===== config.mk =====
export PLATFORM = sky130hd
export DESIGN_NAME = fpga_input_debounce
export DESIGN_NICKNAME = d
export VERILOG_FILES = /design/src/rtl/fpga_input_debounce.sv
export SDC_FILE = /design/constraint.sdc
export NUM_CORES = 1
export LEC_CHECK = 0
export ABC_AREA = 1
export ABC_CLOCK_PERIOD_IN_PS = 3850
export CORE_ASPECT_RATIO = 0.75
export CORE_MARGIN = 10
export CORE_UTILIZATION = 45
export CTS_CLUSTER_DIAMETER = 60
export DETAILED_ROUTE_END_ITERATION = 6
export HOLD_SLACK_MARGIN = 0.06
export MAX_ROUTING_LAYER = met4
export PLACE_DENSITY = 0.69
export SLEW_MARGIN = 20
export SYNTH_ARGS = -nofsm -noshare
export SYNTH_HDL_FRONTEND = slang
export SYNTH_SLANG_ARGS = --single-unit

===== constraint.sdc =====
create_clock -name system_clock -period 3.85 [get_ports system_clock]
set_clock_uncertainty 0.2 [all_clocks]
set_input_delay 0.5775 -clock system_clock [delete_from_list [all_inputs] [get_ports system_clock]]
set_output_delay 0.5775 -clock system_clock [all_outputs]
set_load 0.02 [all_outputs]

===== src/rtl/fpga_input_debounce.sv =====
// Per-bit input conditioner: synchronizer, counter debounce, edge pulses and
// a sticky maskable change-event register with a registered interrupt.
module fpga_input_debounce #(
    parameter int                WIDTH           = 4,
    parameter int                SYNC_STAGES     = 2,
    parameter int                DEBOUNCE_CYCLES = 1000000,
    parameter logic [WIDTH-1:0]  INIT_VALUE      = '0
) (
    input  logic             system_clock,
    input  logic             system_reset,
    input  logic [WIDTH-1:0] raw_in,
    output logic [WIDTH-1:0] db_level,
    output logic [WIDTH-1:0] rise_pulse,
    output logic [WIDTH-1:0] fall_pulse,
    output logic [WIDTH-1:0] evt_pending,
    input  logic [WIDTH-1:0] evt_clear,
    input  logic [WIDTH-1:0] evt_mask,
    output logic             irq
);

    localparam int unsigned CNT_W = $clog2(DEBOUNCE_CYCLES + 1);
    localparam logic [CNT_W-1:0] CNT_LAST = CNT_W'(DEBOUNCE_CYCLES - 1);

    if (SYNC_STAGES < 2 || DEBOUNCE_CYCLES < 1) begin : g_param_check
        $error("fpga_input_debounce: SYNC_STAGES must be >= 2 and DEBOUNCE_CYCLES >= 1");
    end

    logic [WIDTH-1:0] sync_q [SYNC_STAGES];
    logic [WIDTH-1:0] sync_w;
    logic [CNT_W-1:0] cnt_q  [WIDTH];
    logic [CNT_W-1:0] cnt_d  [WIDTH];
    logic [WIDTH-1:0] db_q, db_d;
    logic [WIDTH-1:0] rise_q, rise_d;
    logic [WIDTH-1:0] fall_q, fall_d;
    logic [WIDTH-1:0] pend_q, pend_d;
    logic             irq_q, irq_d;

    // Plain flop chain; nothing between stages.
    always_ff @(posedge system_clock) begin
        if (system_reset) begin
            for (int s = 0; s < SYNC_STAGES; s++) begin
                sync_q[s] <= INIT_VALUE;
            end
        end else begin
            sync_q[0] <= raw_in;
            for (int s = 1; s < SYNC_STAGES; s++) begin
                sync_q[s] <= sync_q[s-1];
            end
        end
    end

    assign sync_w = sync_q[SYNC_STAGES-1];

    // Counter runs only while the synced input disagrees with the accepted level.
    always_comb begin
        db_d = db_q;
        for (int i = 0; i < WIDTH; i++) begin
            cnt_d[i] = '0;
            if (sync_w[i] != db_q[i]) begin
                if (cnt_q[i] == CNT_LAST) begin
                    db_d[i] = sync_w[i];
                end else begin
                    cnt_d[i] = cnt_q[i] + CNT_W'(1);
                end
            end
        end
        rise_d = db_d & ~db_q;
        fall_d = ~db_d & db_q;
        pend_d = (pend_q & ~evt_clear) | rise_q | fall_q;
        irq_d  = |(pend_q & evt_mask);
    end

    always_ff @(posedge system_clock) begin
        if (system_reset) begin
            for (int i = 0; i < WIDTH; i++) begin
                cnt_q[i] <= '0;
            end
            db_q   <= INIT_VALUE;
            rise_q <= '0;
            fall_q <= '0;
            pend_q <= '0;
            irq_q  <= 1'b0;
        end else begin
            for (int i = 0; i < WIDTH; i++) begin
                cnt_q[i] <= cnt_d[i];
            end
            db_q   <= db_d;
            rise_q <= rise_d;
            fall_q <= fall_d;
            pend_q <= pend_d;
            irq_q  <= irq_d;
        end
    end

    assign db_level    = db_q;
    assign rise_pulse  = rise_q;
    assign fall_pulse  = fall_q;
    assign evt_pending = pend_q;
    assign irq         = irq_q;

endmodule


==> key figures, run 1 <==
Cells and area
  • Ant. Diodes: 0
  • Finished Core Util: 52.7%
  • Fraction of final layout cells with drive strength greater than 1: 8.07%
  • Highest-count cells in the layout ignoring fill and taps: 185 x sky130_fd_sc_hd__nand2_1, 153 x sky130_fd_sc_hd__nor2_1, 105 x sky130_fd_sc_hd__dfxtp_1
  • Final non-filler cell total: 933
  • Signed area change from the synthesized netlist to the final layout: 13.1%
  • Leading cell type in the layout, fill and taps excluded: sky130_fd_sc_hd__nand2_1
  • Post-layout nets: 808
  • Fin area: 5840 um2

Min path
  • Type of the worst min-delay path: reg2reg

STA
  • Final period utilization: 58.3%
  • Fin worst setup slack: 1.61 ns
  • Min Tclk post-route: 2.24 ns
  • Worst slew slack as a fraction of its limit: 75.9%
  • Setup repair after global routing missed its margin: false
  • Worst hold margin: 0.198 ns
  • FMAX: 0.446 GHz
  • Final hold violation count: 0
  • Slew of the pin with the lowest slew margin: 0.361 ns
  • Max Transition Viols Final: 0
  • Summed negative setup slack over all endpoints: 0 ns
  • Number of setup violations in the final report: 0

Detailed routing
  • Detailed-routing iteration count for the pre-antenna-repair pass: 5
  • Initial drt markers: 397
  • DRC violations left: 0
  • Length of routed met3 wiring: 639 um
  • WL met2: 5.02 mm
  • Routed metal-1 wirelength: 5.74 mm
  • Antenna Nets Post-Route: 0
  • Average detailed-routed wire length per instance: 12.3 um
  • Total wire length: 11.5 mm
  • Highest metal layer with signal wires: met4
  • Vias: 4583
  • Per-cell via count in the routed design: 4.91

Critical path
  • Arrival time reported for the critical path endpoint: 1.47 ns
  • Crit start category: flip-flop
  • Data required time of the worst path: 3.07 ns
  • CP delay by family, top: buffers and inverters
  • Worst path buffer plus inverter count: 1
  • Critical Path, Cell by Cell: clkdlybuf4s50_1
  • Class of the most critical setup path: reg2out
  • Largest incremental delay on the critical path: 0.67 ns
  • Slowest cell on the critical path: sky130_fd_sc_hd__clkdlybuf4s50_1
  • Worst setup EP type: output port
  • Max Fanout on Critical Path: 5

Pwr
  • PD cells: 339 nW/um2
  • Overall power consumption: 1.98 mW
  • IR drop worst, VDD: 0.227 mV
  • Static leakage: 1.80 nW

Global route
  • Total routing resource utilization after global routing: 15.0%
  • Antenna violations before repair: 0
  • Total gr overflow: 0
  • Vias in the first global route: 4270
  • Wire length of the first global-routing pass: 19.5 mm
  • Maximum number of pins on one net before global-route repair: 21

Status
  • Result of the run: finished, final reports clean

Placed design
  • Total placed instance area: 5570 um2
  • Number of placed instances, taps included: 919
  • Placed wire-length estimate: 8.66 mm
  • Routability cong.: 0.909
  • Total of buffers placed on input and output ports: 30
  • Setup slack after placement: 1.40 ns

Floorplan
  • Standard-cell rows: 33
  • Core box area: 11100 um2
  • Initial Utilization: 46.6%
  • Vert. Die Dim: 113 um
  • Total die area: 16200 um2
  • Horizontal extent of the die: 144 um
  • Number of primary I/O pins: 31

Logic synthesis
  • Synth top area cells: sky130_fd_sc_hd__dfxtp_1 41%, sky130_fd_sc_hd__nand2_1 13%, sky130_fd_sc_hd__nor2_1 11%, sky130_fd_sc_hd__inv_1 6.4%, sky130_fd_sc_hd__nand3_1 4.3%
  • Area share of the largest cell type after synthesis: 40.8%
  • Ys Warns: 0
  • Synth unique cells: 32
  • Mean instance size in the synthesized netlist: 6.83 um2
  • Cell Area, Synth: 5160 um2
  • Syn Inst Count: 755
  • Dominant cell type by area after synthesis: sky130_fd_sc_hd__dfxtp_1
  • Post-Syn Nets: 773
  • Seq/Total Area, Yosys: 40.8%
  • Synthesized flop and latch total: 105

CTS
  • Clk Tree Root Cell: sky130_fd_sc_hd__clkbuf_16
  • Clock buffers created by TritonCTS: 9
  • Clock Path Buffers: 2
  • Post-CTS Hold Buffers: 0
  • Setup repair bufs after CTS: 0
  • Clock tree from TritonCTS: done
  • Number of clock sinks: 105
  • Quantity of gates resized following cts: 0
  • Clock latency on the worst-skew pair: 0.35 ns
  • Total number of H-tree levels: 3
  • Clock transition at the registers of the reported paths: 0.07 ns

Run
  • Count of max-cap constraint violations: 0
registers in the layout (all words and copies together), names as in the netlist:
signal / cells
rise_pulse: 4
irq: 1
evt_pending: 4
sync_q: 8
cnt_q: 80
fall_pulse: 4
db_level: 4
report_power, final:
| part | internal (mW) | switching, mW |
|---|---|---|
| Clock | 0.451 | 0.395 |
| Sequential | 1.09 | 0.00338 |
| Combinational | 0.0173 | 0.0191 |
per-layer routing:
| layer | vias to the layer above | GRT usage [%] |
|---|---|---|
| met1 | 2047 | 19.8 |
| li1 | 2417 | - |
| met4 | 0 | 3.53 |
| met2 | 107 | 22.1 |
| met5 | - | - |
| met3 | 12 | 4.35 |
worst paths after layout:
kind,startpoint,to,slack (ns),depth (start not counted)
max,db_level[1],db_level[1],1.61,1
min,sync_q[0][1],sync_q[0][5],0.20,2
max reg2reg,cnt_q[2][0],cnt_q[2][10],2.04,7
min reg2reg,sync_q[0][1],sync_q[0][5],0.20,2
kinds of logic after synthesis:
logic type / share of synthesized area [%]
AND/OR/NAND/NOR: 39.4
adder cells (fa/ha/maj): 0.970
buffers and inverters: 8.37
XOR/XNOR: 5.09
flip-flops: 40.8
AO/OA/AOI/OAI: 5.36
synth_stat cells (all sizes together):
cell type    n
buf          7
nand3       46
a41oi        1
dfxtp      105
nand3b       5
nand4       16
nor3b        2
and2         5
xor2        16
nand2      192
o21bai       4
o21ai       10
clkbuf       2
xnor2       14
a21oi       36
nor3        12
ha           4
or2          2
nor2       183
inv         93
layout make-up:
type | instances | area (um2)
Inverter | 93 | 349
Timing Repair Buffer | 33 | 323
Sequential cell | 105 | 2100
Tap cell | 140 | 175
Fill cell | 1072 | 5230
Clock inverter | 2 | 16.3
Clock buffer | 12 | 246
Multi-Input combinational cell | 548 | 2620
worst register-to-register path, cell delays in order (launching register included):
cell and delay (ns):
sky130_fd_sc_hd__dfxtp_1 0.40, sky130_fd_sc_hd__ha_1 0.21, sky130_fd_sc_hd__nand3_1 0.14, sky130_fd_sc_hd__inv_1 0.13, sky130_fd_sc_hd__nand3_1 0.13, sky130_fd_sc_hd__o21ai_1 0.14, sky130_fd_sc_hd__buf_4 0.27, sky130_fd_sc_hd__nor2_1 0.09
Power figures use the tool's default switching activity.
==> inputs of run 2 (changes only) <==
Settings changed: ABC_CLOCK_PERIOD_IN_PS 3850 to 2200.
Clock period 3.85 ns to 2.2 ns, I/O delays scaled along.
==> run 2 against run 1 <==
Net effect: first-iteration DRC count grew 11%; count of clock-buffer cells in the layout is the same; via count shrank 0.70%; largest power group unchanged.
==> key figures, run 2 (same netlist as run 1, synthesis figures left out) <==
Status
  • Result of the run: finished, final reports clean

CTS
  • Clk Tree Root Cell: sky130_fd_sc_hd__clkbuf_16
  • Clock Path Buffers: 2 (unchanged)
  • Clock transition at the registers of the reported paths: 0.07 ns (about the same)
  • Clock latency on the worst-skew pair: 0.34 ns (about the same)
  • Total number of H-tree levels: 3 (unchanged)
  • Clock tree from TritonCTS: done
  • Post-CTS Hold Buffers: 0 (unchanged)
  • Setup repair bufs after CTS: 0 (unchanged)
  • Quantity of gates resized following cts: 0 (unchanged)
  • Number of clock sinks: 105 (unchanged)
  • Clock buffers created by TritonCTS: 9 (unchanged)

Floorplan
  • Vert. Die Dim: 113 um (unchanged)
  • Total die area: 16200 um2 (unchanged)
  • Initial Utilization: 46.6% (unchanged)
  • Number of primary I/O pins: 31 (unchanged)
  • Core box area: 11100 um2 (unchanged)
  • Horizontal extent of the die: 144 um (unchanged)
  • Standard-cell rows: 33 (unchanged)

Pwr
  • Static leakage: 1.82 nW (+1.0%)
  • Switching power of the nets: 0.740 mW (+77%)
  • PD cells: 612 nW/um2 (+81%)
  • Comb pwr share: 1.8% (about the same)
  • Cell-internal power: 2.86 mW (+83%)
  • Share of total power in the clock network: 45.0% (+2.2 points)
  • Fraction of power spent switching nets: 20.6% (-0.57 points)
  • IR drop worst, VDD: 0.522 mV (+130%)
  • Proportion of power drawn by flip-flops and latches: 53.2% (-2.1 points)

Placed design
  • Placed wire-length estimate: 8.65 mm (-0.13%)
  • Total of buffers placed on input and output ports: 30 (unchanged)
  • Number of placed instances, taps included: 919 (unchanged)
  • Total placed instance area: 5570 um2 (unchanged)
  • Routability cong.: 0.914 (+0.59%)

STA
  • Worst hold margin: 0.202 ns (+0.00368 ns)
  • Slew of the pin with the lowest slew margin: 0.343 ns (-0.0178 ns)
  • Final hold violation count: 0 (unchanged)
  • Worst slew slack as a fraction of its limit: 77.1% (+1.2 points)
  • Number of setup violations in the final report: 0 (unchanged)
  • Final period utilization: 91.3%
  • Max Transition Viols Final: 0 (unchanged)
  • Summed negative setup slack over all endpoints: 0 ns (unchanged)
  • Min Tclk post-route: 2.01 ns
  • FMAX: 0.498 GHz
  • Setup repair after global routing missed its margin: false

Detailed routing
  • Per-cell via count in the routed design: 4.87 (-0.91%)
  • Initial drt markers: 442 (+11%)
  • DRC violations left: 0 (unchanged)
  • Detailed-routing iteration count for the pre-antenna-repair pass: 5 (unchanged)
  • Average detailed-routed wire length per instance: 12.2 um (-0.93%)
  • Antenna Nets Post-Route: 0 (unchanged)
  • Total wire length: 11.4 mm (-0.72%)
  • Vias: 4551 (-0.70%)

Cells and area
  • Flip-flop count of the largest register, all copies and words added: 80 (unchanged)
  • Highest-count cells in the layout ignoring fill and taps: 185 x sky130_fd_sc_hd__nand2_1, 153 x sky130_fd_sc_hd__nor2_1, 105 x sky130_fd_sc_hd__dfxtp_1
  • Fin area: 5870 um2 (+0.60%)
  • Signed area change from the synthesized netlist to the final layout: 13.8%
  • Ant. Diodes: 0 (unchanged)
  • Fraction of final layout cells with drive strength greater than 1: 8.30% (+0.23 points)
  • Registers with the most flip-flops: cnt_q x80, sync_q x8
  • Post-layout nets: 808 (unchanged)
  • Largest Register: cnt_q
  • Leading cell type in the layout, fill and taps excluded: sky130_fd_sc_hd__nand2_1
  • Final non-filler cell total: 935 (+0.21%)

Global route
  • Vias in the first global route: 4244 (-0.61%)
  • Wire length of the first global-routing pass: 19.7 mm (+1.0%)
  • Antenna violations before repair: 0 (unchanged)
  • Maximum number of pins on one net before global-route repair: 21 (unchanged)
  • Total gr overflow: 0 (unchanged)
  • Total routing resource utilization after global routing: 14.9% (-0.029 points)

Critical path
  • CP delay by family, top: buffers and inverters
  • Class of the most critical setup path: reg2out
  • Critical Path, Cell by Cell: clkdlybuf4s50_1
  • Arrival time reported for the critical path endpoint: 1.48 ns (about the same)
  • Data required time of the worst path: 1.67 ns (-1.40 ns)
  • Slowest cell on the critical path: sky130_fd_sc_hd__clkdlybuf4s50_1
  • Worst setup EP type: output port
  • Max Fanout on Critical Path: 5 (unchanged)
  • Setup slack, reg-to-reg: 0.40 ns (-1.64 ns)
  • Largest incremental delay on the critical path: 0.67 ns (about the same)
  • Worst path buffer plus inverter count: 1 (unchanged)
  • Crit start category: flip-flop

Min path
  • Type of the worst min-delay path: reg2reg

Run
  • Count of max-cap constraint violations: 0 (unchanged)
==> run 2: path summary, 6_finish.rpt <==
| path | from | to | depth (start not counted) |
|---|---|---|---|
| setup / recovery | db_level[1] | db_level[1] | 1 |
| hold / removal | sync_q[0][1] | sync_q[0][5] | 2 |
| setup reg to reg | cnt_q[2][0] | cnt_q[2][9] | 7 |
| hold reg to reg | sync_q[0][1] | sync_q[0][5] | 2 |
==> run 2: cell type report <==
| cell class | instances | area, um2 |
|---|---|---|
| Fill cell | 1073 | 5190 |
| Clock buffer | 12 | 246 |
| Timing Repair Buffer | 33 | 323 |
| Sequential cell | 105 | 2100 |
| Tap cell | 140 | 175 |
| Multi-Input combinational cell | 548 | 2620 |
| Inverter | 93 | 349 |
| Clock inverter | 4 | 51.3 |
==> run 2: stage by stage <==
stage                     total power [mW]  utilization (%)  worst slack, ns
after floorplan                       1.99                -            0.601
after global placement                2.02             50.4            0.271
after detailed placement              2.02             50.4            0.233
after CTS                             3.63             53.1            0.194
after global routing                  3.70             53.1            0.132
final                                 3.60             53.1            0.191
==> run 2: per-layer routing <==
layer / part of all wire (%) / vias up / global-route usage, %
li1: - / 2416 / -
met1: 51 / 2024 / 20.3
met2: 43 / 99 / 22.1
met3: 4.5 / 12 / 3.22
met4: 1.1 / 0 / 3.60
met5: 0 / - / -
==> run 2: power by group through the flow <==
stage                     clock, mW  sequential (mW)  combinational (mW)
final                          1.62             1.91              0.0642
after global routing           1.72             1.92              0.0717
after CTS                      1.65             1.91              0.0656
after detailed placement          0             1.96              0.0653
after global placement            0             1.96              0.0641
after floorplan                   0             1.96              0.0375
